--- src/rtl/div_share_arb.sv ---
// rtl/div_share_arb.sv - round-robin sharing of one pipelined divider among NREQ requesters
// Results are routed back through a tag pipe aligned with the divider latency.
module div_share_arb #(
  parameter int NREQ = 4,
  parameter int N    = 19,
  parameter int M    = 11,
  parameter int LAT  = 19
) (
  input  logic              clk,
  input  logic              rstn,
  input  logic [NREQ-1:0]   req_valid,
  output logic [NREQ-1:0]   req_ready,
  input  logic [NREQ*N-1:0] req_dividend,
  input  logic [NREQ*M-1:0] req_divisor,
  output logic [NREQ-1:0]   resp_valid,
  input  logic [NREQ-1:0]   resp_ready,
  output logic [NREQ*N-1:0] resp_quot,
  output logic [NREQ*M-1:0] resp_rem,
  output logic [NREQ-1:0]   resp_dz,
  output logic              div_data_rdy,
  output logic [N-1:0]      div_dividend,
  output logic [M-1:0]      div_divisor,
  input  logic              div_res_rdy,
  input  logic [N-1:0]      div_merchant,
  input  logic [M-1:0]      div_remainder,
  output logic              busy,
  output logic              err
);
  localparam int IDW = $clog2(NREQ);

  function automatic logic [IDW-1:0] wrap_add(input logic [IDW-1:0] base, input int k);
    return IDW'((int'(base) + k) % NREQ);
  endfunction

  logic [NREQ-1:0] outst, eligible;
  logic [IDW-1:0]  rr, gnt_id, iss_id;
  logic            gnt_any, xfer, iss_dz;
  logic [N-1:0]    sel_a;
  logic [M-1:0]    sel_b;

  logic [LAT:1]    tag_v, tag_dz;
  logic [IDW-1:0]  tag_id [1:LAT];
  logic            cap, cap_dz;
  logic [IDW-1:0]  cap_id;

  assign eligible = req_valid & ~outst;

  // Walk downwards so the eligible requester closest to rr wins.
  always_comb begin
    gnt_any = 1'b0;
    gnt_id  = '0;
    for (int k = NREQ - 1; k >= 0; k--) begin
      if (eligible[wrap_add(rr, k)]) begin
        gnt_any = 1'b1;
        gnt_id  = wrap_add(rr, k);
      end
    end
  end

  assign req_ready = (gnt_any && rstn) ? (NREQ'(1) << gnt_id) : '0;
  assign xfer      = |req_ready;
  assign sel_a     = req_dividend[int'(gnt_id) * N +: N];
  assign sel_b     = req_divisor[int'(gnt_id) * M +: M];

  always_ff @(posedge clk or negedge rstn) begin
    if (!rstn) begin
      div_data_rdy <= 1'b0;
      div_dividend <= '0;
      div_divisor  <= '0;
      iss_id       <= '0;
      iss_dz       <= 1'b0;
      rr           <= '0;
    end else begin
      div_data_rdy <= xfer;
      if (xfer) begin
        div_dividend <= sel_a;
        div_divisor  <= (sel_b == '0) ? M'(1) : sel_b;
        iss_id       <= gnt_id;
        iss_dz       <= (sel_b == '0);
        rr           <= wrap_add(gnt_id, 1);
      end
    end
  end

  // Stage 1 is fed from the issue register, so stage LAT lines up with div_res_rdy.
  always_ff @(posedge clk or negedge rstn) begin
    if (!rstn) begin
      tag_v  <= '0;
      tag_dz <= '0;
      for (int k = 1; k <= LAT; k++) tag_id[k] <= '0;
    end else begin
      tag_v[1]  <= div_data_rdy;
      tag_dz[1] <= iss_dz;
      tag_id[1] <= iss_id;
      for (int k = 2; k <= LAT; k++) begin
        tag_v[k]  <= tag_v[k-1];
        tag_dz[k] <= tag_dz[k-1];
        tag_id[k] <= tag_id[k-1];
      end
    end
  end

  assign cap    = tag_v[LAT];
  assign cap_id = tag_id[LAT];
  assign cap_dz = tag_dz[LAT];

  always_ff @(posedge clk or negedge rstn) begin
    if (!rstn) begin
      outst      <= '0;
      resp_valid <= '0;
      resp_quot  <= '0;
      resp_rem   <= '0;
      resp_dz    <= '0;
      err        <= 1'b0;
    end else begin
      for (int i = 0; i < NREQ; i++) begin
        if (req_ready[i]) outst[i] <= 1'b1;
        else if (resp_valid[i] && resp_ready[i]) outst[i] <= 1'b0;

        if (cap && cap_id == IDW'(i)) begin
          resp_valid[i]        <= 1'b1;
          resp_dz[i]           <= cap_dz;
          resp_quot[i*N +: N]  <= cap_dz ? {N{1'b1}} : div_merchant;
          resp_rem[i*M +: M]   <= cap_dz ? '0 : div_remainder;
        end else if (resp_valid[i] && resp_ready[i]) begin
          resp_valid[i] <= 1'b0;
        end
      end
      // A live tag without a divider result means the latency assumption broke.
      if (cap && !div_res_rdy) err <= 1'b1;
    end
  end

  assign busy = |outst;

endmodule

--- config.mk ---
export PLATFORM = sky130hd
export DESIGN_NAME = div_share_arb
export DESIGN_NICKNAME = d
export VERILOG_FILES = /design/src/rtl/div_share_arb.sv
export SDC_FILE = /design/constraint.sdc
export NUM_CORES = 1
export LEC_CHECK = 0
export BUFFER_PORTS_ARGS = -buffer_cell sky130_fd_sc_hd__clkbuf_2
export CAP_MARGIN = 30
export CORE_MARGIN = 2
export CORE_UTILIZATION = 50
export DETAILED_ROUTE_END_ITERATION = 6
export PLACE_DENSITY = 0.8
export REMOVE_ABC_BUFFERS = 1
export SYNTH_ARGS = -nofsm -noshare
export SYNTH_HDL_FRONTEND = slang
export SYNTH_SLANG_ARGS = --single-unit
--- constraint.sdc ---
create_clock -name clk -period 4.5 [get_ports clk]
set_input_delay 0.45 -clock clk [delete_from_list [all_inputs] [get_ports clk]]
set_output_delay 0.45 -clock clk [all_outputs]
set_load 0.005 [all_outputs]
* Word-level counts from Yosys, hierarchy flattened
Cells that the tools add are included.
Operators by class: add/sub/neg operators 4, $mul 2, order comparisons 4, eq/ne operators 3, shift operators 3, multiplexer cells 32, bitwise logic cells 2, reduce and logical (&&, ||, !) cells 23
Operators with widths (count):
- indexed part select 76 x 8 -> 19 bit | 1
- indexed part select 44 x 7 -> 11 bit | 1
- two-way mux 11 bit | 2
- two-way mux 1 bit | 20
- two-way mux 19 bit | 1
- nonzero test 2 bit | 8
- less-than comparator 2 x 3 -> 1 bit (second input constant) | 4
- zero test 11 bit | 1
- logical AND 1 bit | 10
- binary-select mux 1 bit (select 2 bit) | 4
- two-way mux 2 bit | 4
- OR reduction 4 bit | 2
- multiplier 2 x 5 -> 7 bit (second input constant) | 1
- multiplier 2 x 4 -> 6 bit (second input constant) | 1
- adder 2 x 1 -> 2 bit (second input constant) | 2
- adder 2 bit (second input constant) | 2
- bitwise AND 4 bit | 1
- == test 2 bit (second input constant) | 2
- two-way mux 4 bit | 1
- inverter 4 bit | 1
- << shifter 1 x 2 -> 4 bit (first input constant) | 1
- == test 2 x 1 -> 1 bit (second input constant) | 1
- zero test 2 bit | 1
- zero test 1 bit | 1
Storage, ports and cells: flip-flop bits (word level) 245, input bits 161, output and inout bits 165, word-level logic and storage cells 121

* Depth between registers and ports, before layout
Gate-level depths: netlist of the first run.
depth in word-level cells 12, gate-level depth with buffers 13, gate-level depth less buffers 9

* Worst setup path before layout of the first run
No wires, ideal clock.
path type in2reg, start in req_valid[0], end reg div_divisor[10], library setup time 135 ps, arrival 3080 ps, required time 4365 ps, setup slack 1285 ps, stages on the path 11, path buffers 4, cells stage by stage nor2b_2 -> a2111oi_2 -> o32a_2 -> inv_2 -> buf_6 -> clkbuf_1 -> ha_1 -> o41ai_1 -> clkbuf_1 -> clkbuf_1 -> o21ai_0
On the way: longest elaborated chain between the ends 11, elaborated cells on any way between the ends 25, those cells by class 1 x mul; 2 x shift; 18 x mux; 1 x bitwise; 3 x reduce/logical
RTL lines:
- from (decl) | RTL line 11 | input logic [NREQ-1:0] req_valid,
- bitwise AND 4 bit * | RTL line 46 | assign eligible = req_valid & ~outst;
- binary-select mux 1 bit (select 2 bit) | RTL line 53 | if (eligible[wrap_add(rr, k)]) begin
- two-way mux 1 bit (not written as such) | RTL line 53
- two-way mux 2 bit (4 in a row) | RTL line 53
- multiplier 2 x 4 -> 6 bit | RTL line 63 | assign sel_b = req_divisor[int'(gnt_id) * M +: M];
- indexed part select 44 x 7 -> 11 bit | RTL line 63
- zero test 11 bit | RTL line 77 | div_divisor <= (sel_b == '0) ? M'(1) : sel_b;
- two-way mux 11 bit | RTL line 77
- to (signal assigned) | RTL line 77
- to (decl) | RTL line 22 | output logic [M-1:0] div_divisor,
Mark *: on every way between the ends. The rest lies on a longest branch, timed or not. The select of a mux whose other input is x is not followed. A chain may end at the register's enable or synchronous reset.

* Worst setup path in the final report of the first run
start reg outst[0], end reg div_dividend[4]
On the way: longest elaborated chain between the ends 11, elaborated cells on any way between the ends 24, those cells by class 1 x mul; 2 x shift; 17 x mux; 2 x bitwise; 2 x reduce/logical
RTL lines:
- from (decl) | RTL line 35 | logic [NREQ-1:0] outst, eligible;
- from (signal assigned) | RTL line 109 | outst <= '0;
- from (signal, indexed assignment) | RTL line 117 | if (req_ready[i]) outst[i] <= 1'b1;
- from (signal, indexed assignment) | RTL line 118 | else if (resp_valid[i] && resp_ready[i]) outst[i] <= 1'b0;
- inverter 4 bit * | RTL line 46
- bitwise AND 4 bit * | RTL line 46
- parallel branches: the longest is 9 deep, another holds multiplier 2 x 5 -> 7 bit
- to (signal assigned) | RTL line 76 | div_dividend <= sel_a;
- to (decl) | RTL line 21 | output logic [N-1:0] div_dividend,
Mark *: on every way between the ends. The select of a mux whose other input is x is not followed.

==> results_dict.tcl, run 1 <==
set metrics [dict create \
    synth_top_area_cell "dfrtp_1" \
    drtIter0Drc 322 \
    grt_pass1_vias 7576 \
    slew-limit-headroom_pct 37.03 \
    synth_flop_cell "dfrtp_1" \
    diodes 0 \
    rsz0062_at_grt "false" \
    fin_cells 1436 \
    die_y_um 141.3 \
    yosysMostFrequentCell "dfrtp_1" \
    clockBufferDepth 3 \
    reg2regPathDepth 9 \
    cp.required_ps 4900 \
    fp.dieArea_sq_mm 0.01996 \
    synth_common_cells "245 x dfrtp_1, 232 x nand2_1, 136 x o21ai_0, 39 x clkbuf_1, 26 x a21o_1" \
    setup.worst_path.end_class "flop" \
    power.leakage_nw 6.564 \
    numCtsBuffers 25 \
    fin_ws_ps 857.3 \
    core_sq_mm 0.01858 \
    ios 326 \
    dp_cells 1390 \
    core.rowCount 50 \
    ys_warn_count 0 \
    vias 7600 \
    drive_gt1_share_pct 33.03 \
    start_util_pct 50.71 \
    p_clk_share_pct 24.7 \
    swShare_pct 34.54 \
    cp.arrival_ps 4050 \
    clkTransAtPathRegs_ps 60 \
    tightest_slew_ps 941.8 \
    ys_ff_latch 245 \
    rrSetupSlack_ps 860 \
    fmax_mhz 274.5 \
    htreeDepth 1 \
    grt_usage_pct 24.04 \
    path_max_fanout 48 \
    hp-class "in2reg" \
    post_cts_resized 0 \
    hold_viol_final 0 \
    post-place-ws_ps 631.3 \
    finalCritPeriodShare_pct 80.95 \
    final_nets 1349 \
    syn_avg_cell_area_sq_um 10.74 \
    min_delay_path_depth 2 \
    ys_seq_area_share_pct 65.06 \
    status "finished, final reports clean" \
    period_needed_ps 3643 \
    rr_endpoint "div_dividend[4]" \
    drt.antenna.violating_nets 0 \
    final_max_slew_viol_count 0 \
    setup_viol 0 \
    antenna_found_initial 1 \
    ir_worst_vdd_v 0.0003523 \
    viasPerCell 5.292 \
    wl_per_cell_um 16.52 \
    seqPwrFrac_pct 41.9 \
    maxCapViolations 0 \
    rr_startpoint "outst[0]" \
    globalplace.congestion 0.7988 \
    async_reset_ff_share_pct 100.0 \
    cts_tree "done" \
    clock_skew_ps 19.35 \
    cp_slowest_stage_delay_ps 620 \
    die_w_um 141.3 \
    synth_area_leaders "dfrtp_1 65%, nand2_1 9.2%, o21ai_0 7.2%, a21o_1 2.1%, a311oi_1 2.0%" \
    drc 0 \
    syn2layout_area_growth_pct 28.31 \
    hp-start "resp_ready[2]" \
    power_density_mw_per_mm2 721.9 \
    grt_max_degree 172 \
    portBuffers 325 \
    min_to "resp_valid[2]" \
    syn_area_sq_mm 0.009423 \
    power.share.combinational_pct 33.4 \
    path_class "reg2reg" \
    p_int_mw 5.714 \
    hpwl_um 16410 \
    p_switching_mw 3.014 \
    clk_latency_ps 520 \
    cts-root-buf "clkbuf_16" \
    yosys.area.top_type_share_pct 65.06 \
    netlist_instances 877 \
    dr.pass1.iters 5 \
    wirelength_um 23730 \
    critPathSlowestCell "o32a_2" \
    cts_sinks 245 \
    path_cells "nor2b_2, a2111oi_2, o32a_2, inv_2, ha_1, o41ai_2, buf_4, a311oi_1, a21o_1" \
    gr-total-overflow 0 \
    synth_cell_types 37 \
    synth-edff-count 0 \
    grt_first_pass_wirelength_um 38440 \
    startpoint_type "flop" \
]
how the worst max path moves through the flow:
stage	start	end	depth (start not counted)
floorplan	req_valid[0]	div_divisor[0]	9
global placement	req_valid[0]	div_divisor[1]	10
detailed placement	req_valid[0]	div_divisor[1]	10
CTS	outst[0]	div_dividend[1]	9
global route	outst[0]	div_divisor[1]	9
finish	outst[0]	div_dividend[4]	9
critical path: cells and delay by family (launching register included):
family / cells / cell delay [ps]
buf+inv: 2 / 910
simple gates: 1 / 90
flops: 1 / 420
fa+ha+maj: 1 / 350
compound gates: 5 / 1700
kinds of logic after synthesis:
logic type,after synthesis,synth area share (%)
mux,11,1.222
simple gates,307,13.88
flops,245,65.06
compound gates,229,15.66
buf+inv,81,3.652
fa+ha+maj,4,0.5312
state kept, by name, summed over array words and instances, names as in the netlist, 4 cells and up:
signal        cells
div_dividend     19
div_divisor      11
outst             4
resp_dz           4
resp_quot        76
resp_rem         44
resp_valid        4
tag_dz           19
tag_id           36
tag_v            19
per-layer routing:
layer	global-route usage (%)	vias to the layer above	wire (um)
met3	5.299	42	1895
li1	-	3579	-
met2	42.82	325	12020
met4	5.316	2	395
met1	30.31	3652	9400
met5	0	-	16
cell type report:
type | instances | area [sq um]
fill | 1484 | 6490
sequential | 245 | 6131
multi-input combinational | 551 | 2962
timing repair buffer | 336 | 1734
clock buffer | 35 | 703.2
tap | 234 | 292.8
clock inverter | 10 | 173.9
inverter | 25 | 93.84
cells in the final DEF (no fill, tap or decap), drive strengths merged, types with 2 or more instances in the layout:
cell type,count
a221oi,16
inv,27
a21oi,3
bufinv,4
a311oi,21
nor2b,4
nand2b,14
clkbuf,359
dfrtp,245
mux2i,7
a22oi,4
a211o,16
clkinv,3
and2,4
buf,11
nor2,24
o21ai,136
and3,21
nor3b,2
mux2,4
nand3b,2
nand2,232
ha,4
a21o,26
stage by stage:
| step | hold slack, ps | TNS (ps) | power [mW] | util, % | instance area (sq um) |
|---|---|---|---|---|---|
| 3_3_place_gp | 332.2 | 0 | 6.465 | 60.30 | 11200 |
| 4_1_cts | 108.5 | 0 | 8.821 | 65.07 | 12090 |
| 3_5_place_dp | 334.7 | 0 | 6.613 | 60.30 | 11200 |
| 2_1_floorplan | 154.4 | -158310 | 5.193 | - | 9173 |
| 5_1_grt | 130.6 | 0 | 9.406 | 65.07 | 12090 |
| 6_report | 124.6 | 0 | 8.728 | 65.07 | 12090 |
timing repair:
action                                  CTS  global route
hold buffers                              1             0
endpoints found under the setup margin    0             0
buffers inserted                          0             0
hold endpoints to repair                 74             0
power groups by stage:
stage                     logic (mW)  registers, mW  clock network (mW)
after floorplan                 1.54           3.66                   0
after global placement          2.83           3.64                   0
after detailed placement        2.93           3.68                   0
after CTS                       2.95           3.66                2.21
after global routing            3.33           3.76                2.32
final                           2.92           3.65                2.16
Power figures use the tool's default switching activity.
==> run 2, diff against run 1 <==
Settings changed: CORE_UTILIZATION 50 to 45, PLACE_DENSITY 0.8 to 0.76.
Clock period 4.5 ns to 3 ns, I/O delays scaled along.
==> results_dict.tcl, run 2 (synthesis gave the netlist of run 1 again) <==
set metrics [dict create \
    status "finished, final reports clean" \
    htreeDepth 1 \
    hp-class "in2reg" \
    hpwl_um 16480 \
    die_y_um 148.7 \
    drc 0 \
    drive_gt1_share_pct 33.42 \
    viasPerCell 5.128 \
    fin_ws_ps 319.0 \
    antenna_found_initial 1 \
    multiInputGateArea_sq_mm 0.002962 \
    slew-limit-headroom_pct 21.10 \
    post-place-ws_ps 232.3 \
    p_clk_share_pct 22.8 \
    seqPwrFrac_pct 42.7 \
    start_util_pct 46.27 \
    startpoint_type "flop" \
    die_w_um 148.7 \
    path_max_fanout 68 \
    clkTransAtPathRegs_ps 60 \
    reg.largest.list "resp_quot (76), resp_rem (44), tag_id (36)" \
    wl_per_cell_um 16.01 \
    p_int_mw 8.371 \
    finalCritPeriodShare_pct 89.37 \
    fp.dieArea_sq_mm 0.02211 \
    syn2layout_area_growth_pct 28.89 \
    final_cell_mix "324 x clkbuf_2, 245 x dfrtp_1, 232 x nand2_1" \
    vias 7589 \
    cts_sinks 245 \
    cts-root-buf "clkbuf_16" \
    seq_area_sq_mm 0.006131 \
    setup.worst_path.end_class "flop" \
    setup_viol 0 \
    drt.antenna.violating_nets 0 \
    core_sq_mm 0.02036 \
    final_nets 1360 \
    ir_worst_vdd_v 0.0006138 \
    power_density_mw_per_mm2 1058 \
    numCtsBuffers 25 \
    cts_tree "done" \
    period_needed_ps 2681 \
    grt_first_pass_wirelength_um 38440 \
    ios 326 \
    rsz0062_at_grt "false" \
    postCtsHoldBufs 5 \
    final_max_slew_viol_count 0 \
    final_common_cell "clkbuf_2" \
    power.leakage_nw 6.584 \
    portBuffers 325 \
    post_cts_resized 0 \
    cp.required_ps 3380 \
    power.share.combinational_pct 34.5 \
    cp.arrival_ps 3070 \
    grt_max_degree 208 \
    hold_viol_final 0 \
    nFillCells 1712 \
    grt_pass1_vias 7588 \
    p_switching_mw 4.485 \
    dp_cells 1433 \
    drtIter0Drc 281 \
    clockBufferDepth 3 \
    maxCapViolations 0 \
    core.rowCount 52 \
    post-cts-setup-buffers 0 \
    largest_register_ffs 76 \
    fmax_mhz 373.0 \
    globalplace.congestion 0.8605 \
    tns_ps 0 \
    clk_latency_ps 500 \
    gr-total-overflow 0 \
    clock_skew_ps 12.42 \
    path_class "reg2reg" \
    dr.pass1.iters 4 \
    wirelength_um 23700 \
    fin_cells 1480 \
    grt_usage_pct 21.57 \
    whs_ps 52.88 \
    regMostFlops "resp_quot" \
    swShare_pct 34.89 \
    tightest_slew_ps 1183 \
]
-- run 2: cell count changes in the layout (fill, tap and decap cells not counted), sizes merged --
cell and delta:
buf +7, dlygate4sd3 +4, bufinv -3, clkbuf -3
clkinv +3, clkinvlp -1, diode +1
-- run 2: power groups by stage --
stage | logic [mW] | registers [mW] | clock network, mW
floorplan | 2.30 | 5.49 | 0
global placement | 4.31 | 5.46 | 0
detailed placement | 4.47 | 5.53 | 0
CTS | 4.49 | 5.50 | 3.02
global route | 5.04 | 5.65 | 3.16
finish | 4.44 | 5.49 | 2.93
-- run 2: final cells by class --
class	count	share of cell area (%)
Multi-Input combinational cell	551	24.38
Antenna cell	1	0.02060
Clock buffer	32	5.779
Inverter	25	0.7726
Sequential cell	245	50.48
Timing Repair Buffer	347	15.14
Clock inverter	9	0.6387
Tap cell	270	2.781
-- run 2: layer usage --
metal  routed length, um  up-vias  GRT usage, %
met4                 308        0         5.048
met3                1876       32         3.896
met1                9692     3617         28.10
met5                   0        -             0
met2               11820      331         37.78
li1                    -     3609             -
-- run 2: path summary, 6_finish.rpt --
kind                             start             end  slack [ps]  cells after the start
setup / recovery              outst[0]  div_divisor[0]         320                     10
hold / removal             div_res_rdy             err          50                      3
setup reg to reg              outst[0]  div_divisor[0]         320                     10
hold reg to reg             tag_id[27]      tag_id[25]         350                      0
max in group asynchronous         rstn      tag_id[12]        1270                      3
min in group asynchronous         rstn   resp_quot[33]         260                      2
-- run 2: stage by stage --
| step | util (%) | power (mW) | cell area, sq um |
|---|---|---|---|
| detailed placement | 55.55 | 10.00 | 11310 |
| finish | 59.64 | 12.86 | 12150 |
| floorplan | - | 7.790 | 9173 |
| CTS | 59.63 | 13.01 | 12140 |
| global placement | 55.55 | 9.772 | 11310 |
| global route | 59.64 | 13.85 | 12150 |
-- run 2: worst max-delay path, cell delays in order (launching register included) --
cell       delay (ps)
dfrtp_1           420
nor2b_2            90
a2111oi_2         360
o32a_2            260
inv_2              60
ha_1              210
o41ai_2           440
buf_12            300
inv_1             140
mux2i_1           160
o21ai_0           100
